<file path="config.mk">
export PLATFORM = sky130hd
export DESIGN_NAME = alu_sequencer
export DESIGN_NICKNAME = d
export VERILOG_FILES = /design/src/rtl/alu_sequencer_pkg.sv /design/src/rtl/alu_sequencer_flag_update.sv /design/src/rtl/alu_sequencer.sv
export SDC_FILE = /design/constraint.sdc
export NUM_CORES = 1
export LEC_CHECK = 0
export ABC_AREA = 1
export BUFFER_PORTS_ARGS = -buffer_cell sky130_fd_sc_hd__buf_2
export CORE_ASPECT_RATIO = 1.2
export CORE_MARGIN = 10
export CORE_UTILIZATION = 45
export CTS_CLUSTER_SIZE = 16
export DETAILED_ROUTE_END_ITERATION = 8
export PLACE_DENSITY = 0.87
export SLEW_MARGIN = 20
export SYNTH_ARGS = -nofsm -noshare
export SYNTH_HDL_FRONTEND = slang
export SYNTH_SLANG_ARGS = --single-unit
</file>
<file path="constraint.sdc">
create_clock -name clk -period 2.7 [get_ports clk]
set_input_delay 0.27 -clock clk [delete_from_list [all_inputs] [get_ports clk]]
set_output_delay 0.27 -clock clk [all_outputs]
set_load 0.02 [all_outputs]
</file>
<file path="src/rtl/alu_sequencer_pkg.sv">
// Shared definitions for the ALU sequencer: operator codes, FSM states,
// flag bit positions and operator classification.
package alu_sequencer_pkg;

  typedef enum logic [2:0] {
    ST_IDLE  = 3'd0,
    ST_READ  = 3'd1,
    ST_LATCH = 3'd2,
    ST_EXEC  = 3'd3,
    ST_WAIT  = 3'd4,
    ST_WB    = 3'd5
  } seq_state_e;

  typedef enum logic [2:0] {
    CLS_ARITH = 3'd0,
    CLS_LOGIC = 3'd1,
    CLS_SHIFT = 3'd2,
    CLS_UNARY = 3'd3,
    CLS_UNDEF = 3'd4
  } op_class_e;

  localparam logic [4:0] OP_ADD = 5'd0;
  localparam logic [4:0] OP_SUB = 5'd1;
  localparam logic [4:0] OP_ADC = 5'd2;
  localparam logic [4:0] OP_SBC = 5'd3;
  localparam logic [4:0] OP_AND = 5'd4;
  localparam logic [4:0] OP_OR  = 5'd5;
  localparam logic [4:0] OP_XOR = 5'd6;
  localparam logic [4:0] OP_CMP = 5'd7;
  localparam logic [4:0] OP_MOV = 5'd8;
  localparam logic [4:0] OP_NEG = 5'd16;
  localparam logic [4:0] OP_COM = 5'd17;
  localparam logic [4:0] OP_LSL = 5'd18;
  localparam logic [4:0] OP_LSR = 5'd19;
  localparam logic [4:0] OP_ROL = 5'd20;
  localparam logic [4:0] OP_ROR = 5'd21;
  localparam logic [4:0] OP_RLC = 5'd22;
  localparam logic [4:0] OP_RRC = 5'd23;

  // Status register layout is {C,V,Z,N}.
  localparam int FLAG_C = 3;
  localparam int FLAG_V = 2;
  localparam int FLAG_Z = 1;
  localparam int FLAG_N = 0;

  function automatic op_class_e op_class(input logic [4:0] op);
    op_class_e cls;
    case (op)
      OP_ADD, OP_SUB, OP_ADC, OP_SBC, OP_CMP: cls = CLS_ARITH;
      OP_AND, OP_OR, OP_XOR, OP_MOV:          cls = CLS_LOGIC;
      OP_LSL, OP_LSR, OP_RLC, OP_RRC:         cls = CLS_SHIFT;
      OP_NEG, OP_COM, OP_ROL, OP_ROR:         cls = CLS_UNARY;
      default:                                cls = CLS_UNDEF;
    endcase
    return cls;
  endfunction

endpackage

</file>
<file path="src/rtl/alu_sequencer_flag_update.sv">
// Combinational next-value of the {C,V,Z,N} status register from the
// operator class and the sampled ALU outputs.
module alu_flag_update
  import alu_sequencer_pkg::*;
#(
  parameter int DATA_WIDTH = 16
) (
  input  op_class_e             cls_i,
  input  logic [3:0]            flags_i,
  input  logic [DATA_WIDTH-1:0] result_i,
  input  logic                  carry_i,
  input  logic                  overflow_i,
  output logic [3:0]            flags_o
);

  always_comb begin
    flags_o = flags_i;
    if (cls_i != CLS_UNDEF) begin
      flags_o[FLAG_Z] = (result_i == '0);
      flags_o[FLAG_N] = result_i[DATA_WIDTH-1];
    end
    case (cls_i)
      CLS_ARITH: begin
        flags_o[FLAG_C] = carry_i;
        flags_o[FLAG_V] = overflow_i;
      end
      CLS_LOGIC: flags_o[FLAG_V] = 1'b0;
      CLS_SHIFT: flags_o[FLAG_C] = carry_i;
      default:   ;
    endcase
  end

endmodule

</file>
<file path="src/rtl/alu_sequencer.sv">
// Multi-cycle controller: reads operands, fires one ALU strobe, writes the
// result back, updates status flags and pulses done for one instruction.
module alu_sequencer
  import alu_sequencer_pkg::*;
#(
  parameter int DATA_WIDTH  = 16,
  parameter int REG_AW      = 3,
  parameter int RESULT_WAIT = 1
) (
  input  logic                  clk,
  input  logic                  rst_n,
  input  logic                  req_valid,
  output logic                  req_ready,
  input  logic [4:0]            req_op,
  input  logic [REG_AW-1:0]     req_rd,
  input  logic [REG_AW-1:0]     req_rs,
  input  logic                  req_imm_en,
  input  logic [DATA_WIDTH-1:0] req_imm,
  output logic [REG_AW-1:0]     rf_raddr1,
  output logic [REG_AW-1:0]     rf_raddr2,
  input  logic [DATA_WIDTH-1:0] rf_rdata1,
  input  logic [DATA_WIDTH-1:0] rf_rdata2,
  output logic                  rf_we,
  output logic [REG_AW-1:0]     rf_waddr,
  output logic [DATA_WIDTH-1:0] rf_wdata,
  output logic [4:0]            alu_operator,
  output logic [DATA_WIDTH-1:0] alu_value1,
  output logic [DATA_WIDTH-1:0] alu_value2,
  output logic                  alu_old_sign,
  output logic                  alu_compute,
  output logic                  alu_compute_single,
  input  logic [DATA_WIDTH-1:0] alu_result,
  input  logic                  alu_carry,
  input  logic                  alu_overflow,
  output logic [3:0]            flags,
  output logic                  done,
  output logic                  err,
  output seq_state_e            dbg_state
);

  localparam int WAIT_W = (RESULT_WAIT > 1) ? $clog2(RESULT_WAIT) : 1;

  seq_state_e            state_q;
  logic [4:0]            op_q;
  logic [REG_AW-1:0]     rd_q, rs_q, waddr_q;
  logic                  imm_en_q;
  logic [DATA_WIDTH-1:0] imm_q, value1_q, value2_q, wdata_q;
  logic                  compute_q, single_q, we_q, done_q, err_q, ready_q;
  logic [3:0]            flags_q, flags_d;
  logic [WAIT_W-1:0]     wait_q;

  op_class_e cls;
  logic      op_defined;
  logic      op_writes;

  assign cls        = op_class(op_q);
  assign op_defined = (cls != CLS_UNDEF);
  assign op_writes  = op_defined && (op_q != OP_CMP);

  alu_flag_update #(
    .DATA_WIDTH(DATA_WIDTH)
  ) u_flag_update (
    .cls_i     (cls),
    .flags_i   (flags_q),
    .result_i  (alu_result),
    .carry_i   (alu_carry),
    .overflow_i(alu_overflow),
    .flags_o   (flags_d)
  );

  // Handshake: a request transfers on a rising edge where req_valid and
  // req_ready are both high; req_ready is high only in IDLE, so anything
  // presented while busy is simply not sampled.
  always_ff @(posedge clk or negedge rst_n) begin
    if (!rst_n) begin
      state_q   <= ST_IDLE;
      op_q      <= '0;
      rd_q      <= '0;
      rs_q      <= '0;
      imm_en_q  <= 1'b0;
      imm_q     <= '0;
      value1_q  <= '0;
      value2_q  <= '0;
      compute_q <= 1'b0;
      single_q  <= 1'b0;
      we_q      <= 1'b0;
      waddr_q   <= '0;
      wdata_q   <= '0;
      flags_q   <= '0;
      done_q    <= 1'b0;
      err_q     <= 1'b0;
      ready_q   <= 1'b1;
      wait_q    <= '0;
    end else begin
      compute_q <= 1'b0;
      single_q  <= 1'b0;
      we_q      <= 1'b0;
      done_q    <= 1'b0;
      err_q     <= 1'b0;
      case (state_q)
        ST_IDLE: begin
          if (req_valid) begin
            op_q     <= req_op;
            rd_q     <= req_rd;
            rs_q     <= req_rs;
            imm_en_q <= req_imm_en;
            imm_q    <= req_imm;
            ready_q  <= 1'b0;
            state_q  <= ST_READ;
          end
        end
        ST_READ: state_q <= ST_LATCH;
        ST_LATCH: begin
          value1_q  <= rf_rdata1;
          value2_q  <= imm_en_q ? imm_q : rf_rdata2;
          compute_q <= op_defined && !op_q[4];
          single_q  <= op_defined && op_q[4];
          state_q   <= ST_EXEC;
        end
        ST_EXEC: begin
          wait_q  <= WAIT_W'(RESULT_WAIT - 1);
          state_q <= ST_WAIT;
        end
        ST_WAIT: begin
          if (wait_q == '0) begin
            done_q  <= 1'b1;
            err_q   <= !op_defined;
            state_q <= ST_WB;
            if (op_defined) flags_q <= flags_d;
            if (op_writes) begin
              we_q    <= 1'b1;
              waddr_q <= rd_q;
              wdata_q <= alu_result;
            end
          end else begin
            wait_q <= wait_q - 1'b1;
          end
        end
        ST_WB: begin
          ready_q <= 1'b1;
          state_q <= ST_IDLE;
        end
        default: begin
          ready_q <= 1'b1;
          state_q <= ST_IDLE;
        end
      endcase
    end
  end

  assign req_ready          = ready_q;
  assign rf_raddr1          = rd_q;
  assign rf_raddr2          = rs_q;
  assign rf_we              = we_q;
  assign rf_waddr           = waddr_q;
  assign rf_wdata           = wdata_q;
  assign alu_operator       = op_q;
  assign alu_value1         = value1_q;
  assign alu_value2         = value2_q;
  assign alu_old_sign       = value1_q[DATA_WIDTH-1];
  assign alu_compute        = compute_q;
  assign alu_compute_single = single_q;
  assign flags              = flags_q;
  assign done               = done_q;
  assign err                = err_q;
  assign dbg_state          = state_q;

endmodule

</file>
==> results.sh, run 1 <==
export IMPL_outcome="complete, but fails checks"
export IMPL_violations="hold timing"
export IMPL_viasPerCell=4.64
export IMPL_cts_clk_slew_worst_paths_ns=0.09
export IMPL_numCtsBuffers=9
export IMPL_p_int_uw=3340
export IMPL_area_growth_pct=26.9
export IMPL_post_cts_resized=0
export IMPL_cp_required_ns=2.94
export IMPL_h_tree_depth=3
export IMPL_grt_pass1_vias=3282
export IMPL_p_leak_uw=0.00268
export IMPL_rsz0062_at_grt="no"
export IMPL_drc=0
export IMPL_hp_class="in -> async"
export IMPL_cts_num_sinks=92
export IMPL_die_h_um=121
export IMPL_fin_tns_setup_ns=0
export IMPL_io_buffers=156
export IMPL_pin_count=157
export IMPL_cts_hold_buffers=0
export IMPL_arrival_ns=2.09
export IMPL_syn_nets=502
export IMPL_synth_cell_types=23
export IMPL_initial_core_util=0.465
export IMPL_seq_power_share=0.404
export IMPL_fin_crit_sh=0.684
export IMPL_critPathSlowestCell="clkinv_1"
export IMPL_slowest_delay_ns=0.53
export IMPL_p_clk_frac=0.146
export IMPL_relSlewSlack=0.405
export IMPL_comb_power_share=0.450
export IMPL_path_cells="nand2_1, clkinv_1, o22ai_1, inv_1"
export IMPL_setup_viol=0
export IMPL_worstMarginPinSlew_ns=0.892
export IMPL_start_kind="flip-flop"
export IMPL_die_area_um2=12500
export IMPL_final_antenna_net_count=0
export IMPL_synthCells=421
export IMPL_async_flop_share=1.00
export IMPL_finalHoldViolations=14
export IMPL_synth_area_per_cell_um2=9.00
export IMPL_synthesis_area_um2=3790
export IMPL_grt_max_degree=93
export IMPL_dr_pass1_iters=4
export IMPL_min_period_ns=1.85
export IMPL_clk_latency_ns=0.36
export IMPL_ys_ff_latch=92
export IMPL_sw_frac_of_total=0.446
export IMPL_placed_cells_incl_taps=674
export IMPL_holdWs_ns=-0.0197
export IMPL_grt_use_total=0.160
export IMPL_cellPowerDensity_nw_per_um2=1250
export IMPL_layout_drive_gt1_share=0.342
export IMPL_clock_path_buffers=2
export IMPL_root_buffer="clkbuf_8"
export IMPL_endpoint_kind="flip-flop"
export IMPL_antenna_cells=0
export IMPL_timing_worst_setup_path_type="reg -> reg"
export IMPL_nNetsFinal=652
export IMPL_maxCapViolCount=0
export IMPL_ys_warn_count=0
export IMPL_die_w_um=104
export IMPL_layout_commonest_cell="nand2_1"
export IMPL_antenna_found_initial=0
export IMPL_final_cell_count_no_fill=690
export IMPL_vdd_drop_max_v=0.000765
export IMPL_path_max_fanout=17
export IMPL_grt_overflow_total=0
export IMPL_rows=36
export IMPL_core_area_um2=8150
export IMPL_vias=3203
export IMPL_place_gp_congestion=0.779
export IMPL_grt_pass1_wl_mm=16.5
export IMPL_first_iter_violations=127
export IMPL_seq_area_frac_synth=0.608
export IMPL_totalWireLength_mm=10.0
export IMPL_r2r_slack_ns=0.85
export IMPL_cts_tree="built"
export IMPL_synth_edf_count=0
export IMPL_cts_setup_buffers=0
export IMPL_wl_per_cell_um=14.5
export IMPL_power_switching_uw=2690
export IMPL_crit_buf_inv=2
export IMPL_drv_slew=0
export IMPL_fmaxAchievable_ghz=0.541
export IMPL_crit_family="buffers and inverters"
export IMPL_clock_skew_final_ns=0.0126
export IMPL_synthFlopType="dfrtp_1"
export IMPL_final_cell_mix="161 x nand2_1, 155 x buf_2, 91 x dfrtp_1"
export IMPL_hpwl_mm=7.73
cells in the mapped netlist, types with 2 or more instances:
cell | number | area (um^2)
o21ai_0 | 59 | 295
nor2_1 | 9 | 33.8
dfrtp_1 | 91 | 2280
nand2_1 | 161 | 604
nand3_1 | 4 | 20.0
nor3_1 | 2 | 10.0
buf_6 | 3 | 33.8
nand2_2 | 2 | 12.5
clkbuf_1 | 9 | 33.8
inv_1 | 45 | 169
buf_2 | 5 | 25.0
o21ai_2 | 17 | 149
nand4_1 | 4 | 25.0
kinds of logic after synthesis:
family                 count (synthesis)  synth area share
AOI/OAI and AO/OA                     79             0.124
buffers and inverters                 65            0.0730
DFF                                   92             0.608
and+or+nand+nor                      185             0.195
power by group through the flow:
| stage | Combinational, uW | Clock [uW] | Sequential (uW) |
|---|---|---|---|
| after floorplan | 1200 | 0 | 3050 |
| after global placement | 2670 | 0 | 2430 |
| after detailed placement | 2770 | 0 | 2460 |
| after CTS | 2770 | 912 | 2440 |
| after global routing | 3030 | 968 | 2530 |
| final | 2720 | 880 | 2440 |
path summary, 6_finish.rpt:
kind,startpoint,to,cells after the start
worst min register to register,rf_wdata[6],rf_wdata[6],2
min in group clk,req_imm_en,imm_en_q,3
worst min-delay path,rst_n,done,1
max in group asynchronous,rst_n,imm_q[8],1
worst max register to register,dbg_state[1],dbg_state[0],4
worst max-delay path,dbg_state[1],dbg_state[0],4
metal layers:
layer | share of wire | track usage
met1 | 0.44 | 0.197
met2 | 0.48 | 0.258
met3 | 0.063 | 0.0446
met4 | 0.020 | 0.0697
met5 | 0 | 0
final cells by class:
cell class,count,area [um^2]
clock buffer,10,128
clock inverter,6,55.1
fill,725,3340
inverter,47,176
multi-input combinational,264,1210
sequential,92,2300
tap,114,143
timing repair buffer,157,795
sequential cells by signal (all words and copies together) (netlist names):
signal / count
err: 1
rf_raddr1: 3
alu_value1: 16
rf_we: 1
done: 1
rf_wdata: 16
rf_raddr2: 3
dbg_state: 3
alu_compute: 1
imm_en_q: 1
req_ready: 1
rf_waddr: 3
flags: 4
alu_operator: 5
alu_value2: 16
imm_q: 16
alu_compute_single: 1
stage by stage:
step | hold WS, ns | area, um^2 | setup WS, ns | util | power, uW
global placement | 0.454 | 4620 | 0.925 | 0.567 | 5100
floorplan | -0.0256 | 3790 | 1.26 | - | 4260
finish | -0.0197 | 4810 | 0.852 | 0.590 | 6030
CTS | 0.0766 | 4810 | 0.854 | 0.589 | 6120
detailed placement | 0.461 | 4620 | 0.870 | 0.567 | 5230
global route | 0.0379 | 4810 | 0.652 | 0.590 | 6520
(Power assumes the default switching activity.)
==> run 2: changes to the inputs <==
- ABC_AREA: 1 -> 0
- CORE_UTILIZATION: 45 -> 43
- clock period: 2.7 -> 1.5 ns (I/O delays scaled with it)
==> run 2 against run 1 <==
  * The flow finishes with violations (setup timing)
  * First-iteration DRC count fell by 31%
  * Final cell count fell by 16%
  * Die area rose by 3.8%
  * Clock skew fell by 0.0056 ns
  * Synthesized cell count fell by 38%
  * Via count fell by 11%
  * Worst hold slack improved by 0.035 ns
  * Critical path type unchanged
  * Total power rose by 110%
  * Sequential power rose by 82%
==> results.sh, run 2 <==
export IMPL_outcome="complete, but fails checks"
export IMPL_violations="setup timing"
export IMPL_ys_top_cells_by_area="dfrtp_1 60%, mux2_2 14%, mux2_4 7.5%"
export IMPL_comb_power_share=0.501
export IMPL_place_gp_congestion=0.785
export IMPL_yosysTopAreaCell="dfrtp_1"
export IMPL_setup_viol=78
export IMPL_synthFlopType="dfrtp_1"
export IMPL_worst_slack_ns=-0.173
export IMPL_die_h_um=123
export IMPL_relSlewSlack=0.735
export IMPL_seq_area_frac_synth=0.608
export IMPL_fmaxAchievable_ghz=0.598
export IMPL_yosysMostFrequentCell="dfrtp_1"
export IMPL_final_cell_count_no_fill=577
export IMPL_totalPowerFinal_uw=12700
export IMPL_path_max_fanout=20
export IMPL_start_kind="flip-flop"
export IMPL_slowest_delay_ns=0.44
export IMPL_finish_utilization=0.634
export IMPL_p_clk_frac=0.149
export IMPL_min_period_ns=1.67
export IMPL_syn_nets=342
export IMPL_timing_worst_setup_path_type="reg -> reg"
export IMPL_async_flop_share=1.00
export IMPL_fin_crit_sh=1.12
export IMPL_placed_cells_incl_taps=536
export IMPL_antenna_found_initial=0
export IMPL_cp_startpoint="dbg_state[0]"
export IMPL_nNetsFinal=536
export IMPL_ys_ff_latch=92
export IMPL_clock_path_buffers=2
export IMPL_nFillCells=689
export IMPL_die_w_um=106
export IMPL_vias=2840
export IMPL_drc=0
export IMPL_cellPowerDensity_nw_per_um2=2320
export IMPL_antenna_cells=0
export IMPL_grt_pass1_wl_mm=16.5
export IMPL_final_cell_mix="155 x buf_2, 88 x dfrtp_1, 45 x mux2_2"
export IMPL_dr_pass1_iters=4
export IMPL_core_area_um2=8610
export IMPL_power_switching_uw=4910
export IMPL_crit_family="simple AND/OR/NAND/NOR gates"
export IMPL_rows=37
export IMPL_die_area_um2=13000
export IMPL_clock_skew_final_ns=0.00700
export IMPL_ys_warn_count=0
export IMPL_worstMarginPinSlew_ns=0.394
export IMPL_drv_slew=0
export IMPL_cts_tree="built"
export IMPL_grt_max_degree=48
export IMPL_regArea_um2=2310
export IMPL_critPathSlowestCell="or3b_4"
export IMPL_first_iter_violations=87
export IMPL_vdd_drop_max_v=0.00121
export IMPL_layout_commonest_cell="buf_2"
export IMPL_initial_core_util=0.440
export IMPL_p_int_uw=7780
export IMPL_grt_overflow_total=0
export IMPL_cts_num_sinks=92
export IMPL_crit_buf_inv=2
export IMPL_sw_frac_of_total=0.387
export IMPL_synthTopCellsByCount="91 x dfrtp_1, 47 x mux2_2, 19 x mux2_4, 19 x nor2_1"
export IMPL_rsz0062_at_grt="yes"
export IMPL_hp_class="in -> reg"
export IMPL_cts_clk_slew_worst_paths_ns=0.09
export IMPL_pin_count=157
export IMPL_arrival_ns=1.93
export IMPL_synthCells=261
export IMPL_maxCapViolCount=0
export IMPL_area_growth_pct=44.1
export IMPL_hpwl_mm=7.36
export IMPL_rr_startpoint="dbg_state[0]"
export IMPL_p_leak_uw=0.00270
export IMPL_io_buffers=156
export IMPL_grt_use_total=0.160
export IMPL_holdWs_ns=0.0151
export IMPL_finalHoldViolations=0
export IMPL_wl_per_cell_um=18.3
export IMPL_endpoint_kind="flip-flop"
export IMPL_synth_area_per_cell_um2=14.5
export IMPL_holdCritStartpoint="req_rs[1]"
export IMPL_synthesis_area_um2=3790
export IMPL_viasPerCell=4.92
export IMPL_h_tree_depth=3
export IMPL_layout_drive_gt1_share=0.615
export IMPL_synth_top_area_frac=0.601
export IMPL_synth_cell_types=34
export IMPL_path_cells="or3b_4, inv_4, nand4_4, buf_12, mux2_4"
export IMPL_totalWireLength_mm=10.6
export IMPL_root_buffer="clkbuf_8"
export IMPL_grt_pass1_vias=3127
export IMPL_numCtsBuffers=9
export IMPL_synth_edf_count=0
export IMPL_clk_latency_ns=0.36
export IMPL_multi_input_area_um2=1440
export IMPL_final_antenna_net_count=0
export IMPL_seq_power_share=0.350
export IMPL_cp_required_ns=1.75
[run 2: worst paths after layout]
kind	end	slack [ns]	cells after the start
worst max-delay path	rf_waddr[1]	-0.17	5
worst min-delay path	rf_raddr2[1]	0.02	2
worst max register to register	rf_waddr[1]	-0.17	5
worst min register to register	rf_raddr2[1]	0.51	1
max in group asynchronous	rf_raddr1[2]	0.67	3
min in group asynchronous	alu_value1[1]	0.21	2
[run 2: area by class of cell]
| cell class | instances | area share |
|---|---|---|
| sequential | 92 | 0.423 |
| multi-input combinational | 149 | 0.263 |
| timing repair buffer | 200 | 0.244 |
| clock buffer | 9 | 0.0227 |
| clock inverter | 7 | 0.0188 |
| inverter | 3 | 0.00252 |
| tap | 117 | 0.0268 |
[run 2: what timing repair did]
item / CTS / global route
hold buffers: 14 / 1
buffers inserted: 4 / 3
endpoints found under the setup margin: 69 / 79
cloned: 4 / 1
pin swaps: 1 / 3
gates resized for setup: 15 / 5
hold endpoints to repair: 80 / 1
[run 2: worst reg2reg max path, delay by kind of cell (launching register included)]
family / cells / cell delay (ns)
simple gates: 2 / 0.52
flops: 1 / 0.43
mux: 1 / 0.31
buf+inv: 2 / 0.29
[run 2: through the flow]
step	instance area (um^2)	setup TNS (ns)	worst slack, ns
floorplan	3820	-9.67	-0.246
global placement	4830	-3.12	-0.102
detailed placement	4830	-4.63	-0.139
CTS	5390	-6.06	-0.145
global route	5460	-11.12	-0.225
finish	5460	-7.13	-0.173
[run 2: layer usage]
| metal | share of wire | vias up | wire length (um) | track usage |
|---|---|---|---|---|
| li1 | - | 1309 | - | - |
| met1 | 0.36 | 1419 | 3790 | 0.170 |
| met2 | 0.55 | 99 | 5790 | 0.284 |
| met3 | 0.083 | 13 | 877 | 0.0640 |
| met4 | 0.012 | 0 | 125 | 0.0551 |
| met5 | 0 | - | 0 | 0 |
[run 2: cell families (layout without fill, tap and decap cells)]
group,count (synthesis),after routing,share of synthesized area
flip-flops,92,92,0.608
AND/OR/NAND/NOR,39,39,0.0578
multiplexers,83,83,0.260
buffers and inverters,20,219,0.0320
XOR/XNOR,1,1,0.00231
AO/OA/AOI/OAI,26,26,0.0403
[run 2: power by group through the flow]
stage                     Sequential [uW]  Combinational, uW  Clock [uW]
final                                4440               6360        1890
after global routing                 4590               6820        2050
after CTS                            4430               6250        1930
after detailed placement             4450               5650           0
after global placement               4370               5470           0
after floorplan                      5560               2580           0
==> run 3: changes to the inputs <==
- CORE_UTILIZATION: 43 -> 45
- CTS_BUF_LIST: default -> sky130_fd_sc_hd__clkbuf_2
- PLACE_DENSITY: 0.87 -> 0.9
- SETUP_SLACK_MARGIN: default -> 0.15
==> run 3 against run 2 <==
  * The flow still finishes with violations (setup timing)
  * Cell area up 29%
  * Via count grew 25%
  * Global-route usage rose by 4.3 points
  * Sequential power rose by 7.4%
  * Wire length up 57%
  * Critical endpoint is now rf_wdata[0]
==> results.sh, run 3 (same netlist as run 2, synthesis figures left out) <==
export IMPL_final_antenna_net_count=0
export IMPL_place_area_um2=4860
export IMPL_cts_clk_slew_worst_paths_ns=0.26
export IMPL_cts_num_sinks=92
export IMPL_finish_utilization=0.866
export IMPL_crit_buf_inv=2
export IMPL_numCtsBuffers=9
export IMPL_endpoint_kind="flip-flop"
export IMPL_cp_depth=5
export IMPL_die_area_um2=12500
export IMPL_viasPerCell=5.19
export IMPL_final_cell_mix="104 x buf_2, 85 x dfrtp_1, 80 x dlygate4sd3_1"
export IMPL_place_gp_congestion=0.776
export IMPL_fin_tns_setup_ns=-13.46
export IMPL_initial_core_util=0.465
export IMPL_rsz0062_at_grt="yes"
export IMPL_nFillCells=349
export IMPL_maxCapViolCount=0
export IMPL_totalWireLength_mm=16.6
export IMPL_root_buffer="clkbuf_2"
export IMPL_rows=36
export IMPL_fin_crit_sh=1.15
export IMPL_start_kind="flip-flop"
export IMPL_p_leak_uw=0.00344
export IMPL_grt_max_degree=93
export IMPL_dr_pass1_iters=4
export IMPL_reg2reg_depth=5
export IMPL_worstMarginPinSlew_ns=0.502
export IMPL_crit_family="simple AND/OR/NAND/NOR gates"
export IMPL_clock_skew_final_ns=0.0381
export IMPL_fmaxAchievable_ghz=0.580
export IMPL_finalInstanceArea_um2=7060
export IMPL_clock_path_buffers=2
export IMPL_first_iter_violations=161
export IMPL_outcome="complete, but fails checks"
export IMPL_grt_overflow_total=0
export IMPL_drv_slew=0
export IMPL_pin_count=157
export IMPL_cts_tree="built"
export IMPL_path_cells="or3b_4, inv_4, nand4_4, buf_12, mux2_4"
export IMPL_grt_use_total=0.204
export IMPL_worst_slack_ns=-0.225
export IMPL_h_tree_depth=3
export IMPL_clk_latency_ns=0.57
export IMPL_drc=0
export IMPL_hpwl_mm=7.33
export IMPL_grt_pass1_wl_mm=20.5
export IMPL_die_h_um=121
export IMPL_cellPowerDensity_nw_per_um2=2230
export IMPL_vdd_drop_max_v=0.00129
export IMPL_timing_worst_setup_path_type="reg -> reg"
export IMPL_relSlewSlack=0.665
export IMPL_die_w_um=104
export IMPL_path_max_fanout=20
export IMPL_antenna_found_initial=2
export IMPL_vias=3552
export IMPL_layout_drive_gt1_share=0.633
export IMPL_area_growth_pct=86.3
export IMPL_finalHoldViolations=0
export IMPL_wl_per_cell_um=24.2
export IMPL_nNetsFinal=645
export IMPL_min_period_ns=1.72
export IMPL_grt_pass1_vias=3705
export IMPL_violations="setup timing"
export IMPL_layout_commonest_cell="buf_2"
export IMPL_holdWs_ns=0.177
export IMPL_setup_viol=89
export IMPL_io_buffers=156
export IMPL_arrival_ns=2.18
export IMPL_hp_class="in -> async"
export IMPL_critPathSlowestCell="dfrtp_2"
export IMPL_cp_required_ns=1.96
export IMPL_core_area_um2=8150
export IMPL_slowest_delay_ns=0.48
[run 3: changes by cell type in the layout (fill, tap and decap cells not counted), sizes merged]
| cell | change |
|---|---|
| buf | +44 |
| bufinv | -1 |
| clkinv | +5 |
| inv | -4 |
| dlygate4sd3 | +65 |
| bufbuf | -1 |
| diode | +2 |
| clkbuf | +2 |
| clkinvlp | -1 |
[run 3: metal layers]
layer | GRT usage | wire length [um] | share of wire | vias to the layer above
met5 | 0 | 0 | 0 | -
met4 | 0.0653 | 518 | 0.031 | 0
met3 | 0.0622 | 1190 | 0.072 | 44
met2 | 0.389 | 9300 | 0.56 | 182
met1 | 0.207 | 5550 | 0.34 | 1800
li1 | - | - | - | 1526
[run 3: where the power goes]
part | internal (uW) | switching [uW]
sequential | 3700 | 1070
combinational | 5370 | 4390
clock | 376 | 860
total | 9450 | 6320
[run 3: final timing paths]
| check | to | slack, ns | from |
|---|---|---|---|
| setup / recovery | rf_wdata[0] | -0.22 | dbg_state[0] |
| hold / removal | alu_value1[8] | 0.18 | rst_n |
| setup reg to reg | rf_wdata[0] | -0.22 | dbg_state[0] |
| hold reg to reg | rf_wdata[2] | 0.54 | rf_wdata[2] |
| max in group asynchronous | rf_raddr2[2] | 0.90 | rst_n |
| min in group clk | alu_value1[6] | 0.32 | rf_rdata1[6] |
[run 3: worst reg2reg max path, stage by stage (launching register included)]
cell     delay (ns)
dfrtp_2        0.48
or3b_4         0.45
inv_4          0.08
nand4_4        0.08
buf_12         0.20
mux2_4         0.32
[run 3: metrics by stage]
stage	setup WS (ns)	power (uW)	std cells
after floorplan	-0.246	8150	261
after global placement	-0.0963	9960	538
after detailed placement	-0.116	10200	538
after CTS	-0.153	12500	648
after global routing	-0.282	16400	685
final	-0.225	15800	685
[run 3: repair_timing]
item | CTS | global route
endpoints found under the setup margin | 95 | 145
gates cloned | 3 | 3
setup buffers | 11 | 32
pin swaps | 2 | 3
hold buffers | 80 | 0
endpoints found under the hold margin | 174 | 0
gates resized for setup | 52 | 189
[run 3: final cells by class]
class	count	area, um^2	share of cell area
diodes	2	5.00	0.000709
clock inverters	6	55.1	0.00780
flip-flops and latches	92	2310	0.327
clock buffers	10	50.0	0.00709
repair buffers	309	2690	0.381
inverters	3	13.8	0.00195
well taps	114	143	0.0202
multi-input cells	149	1790	0.254
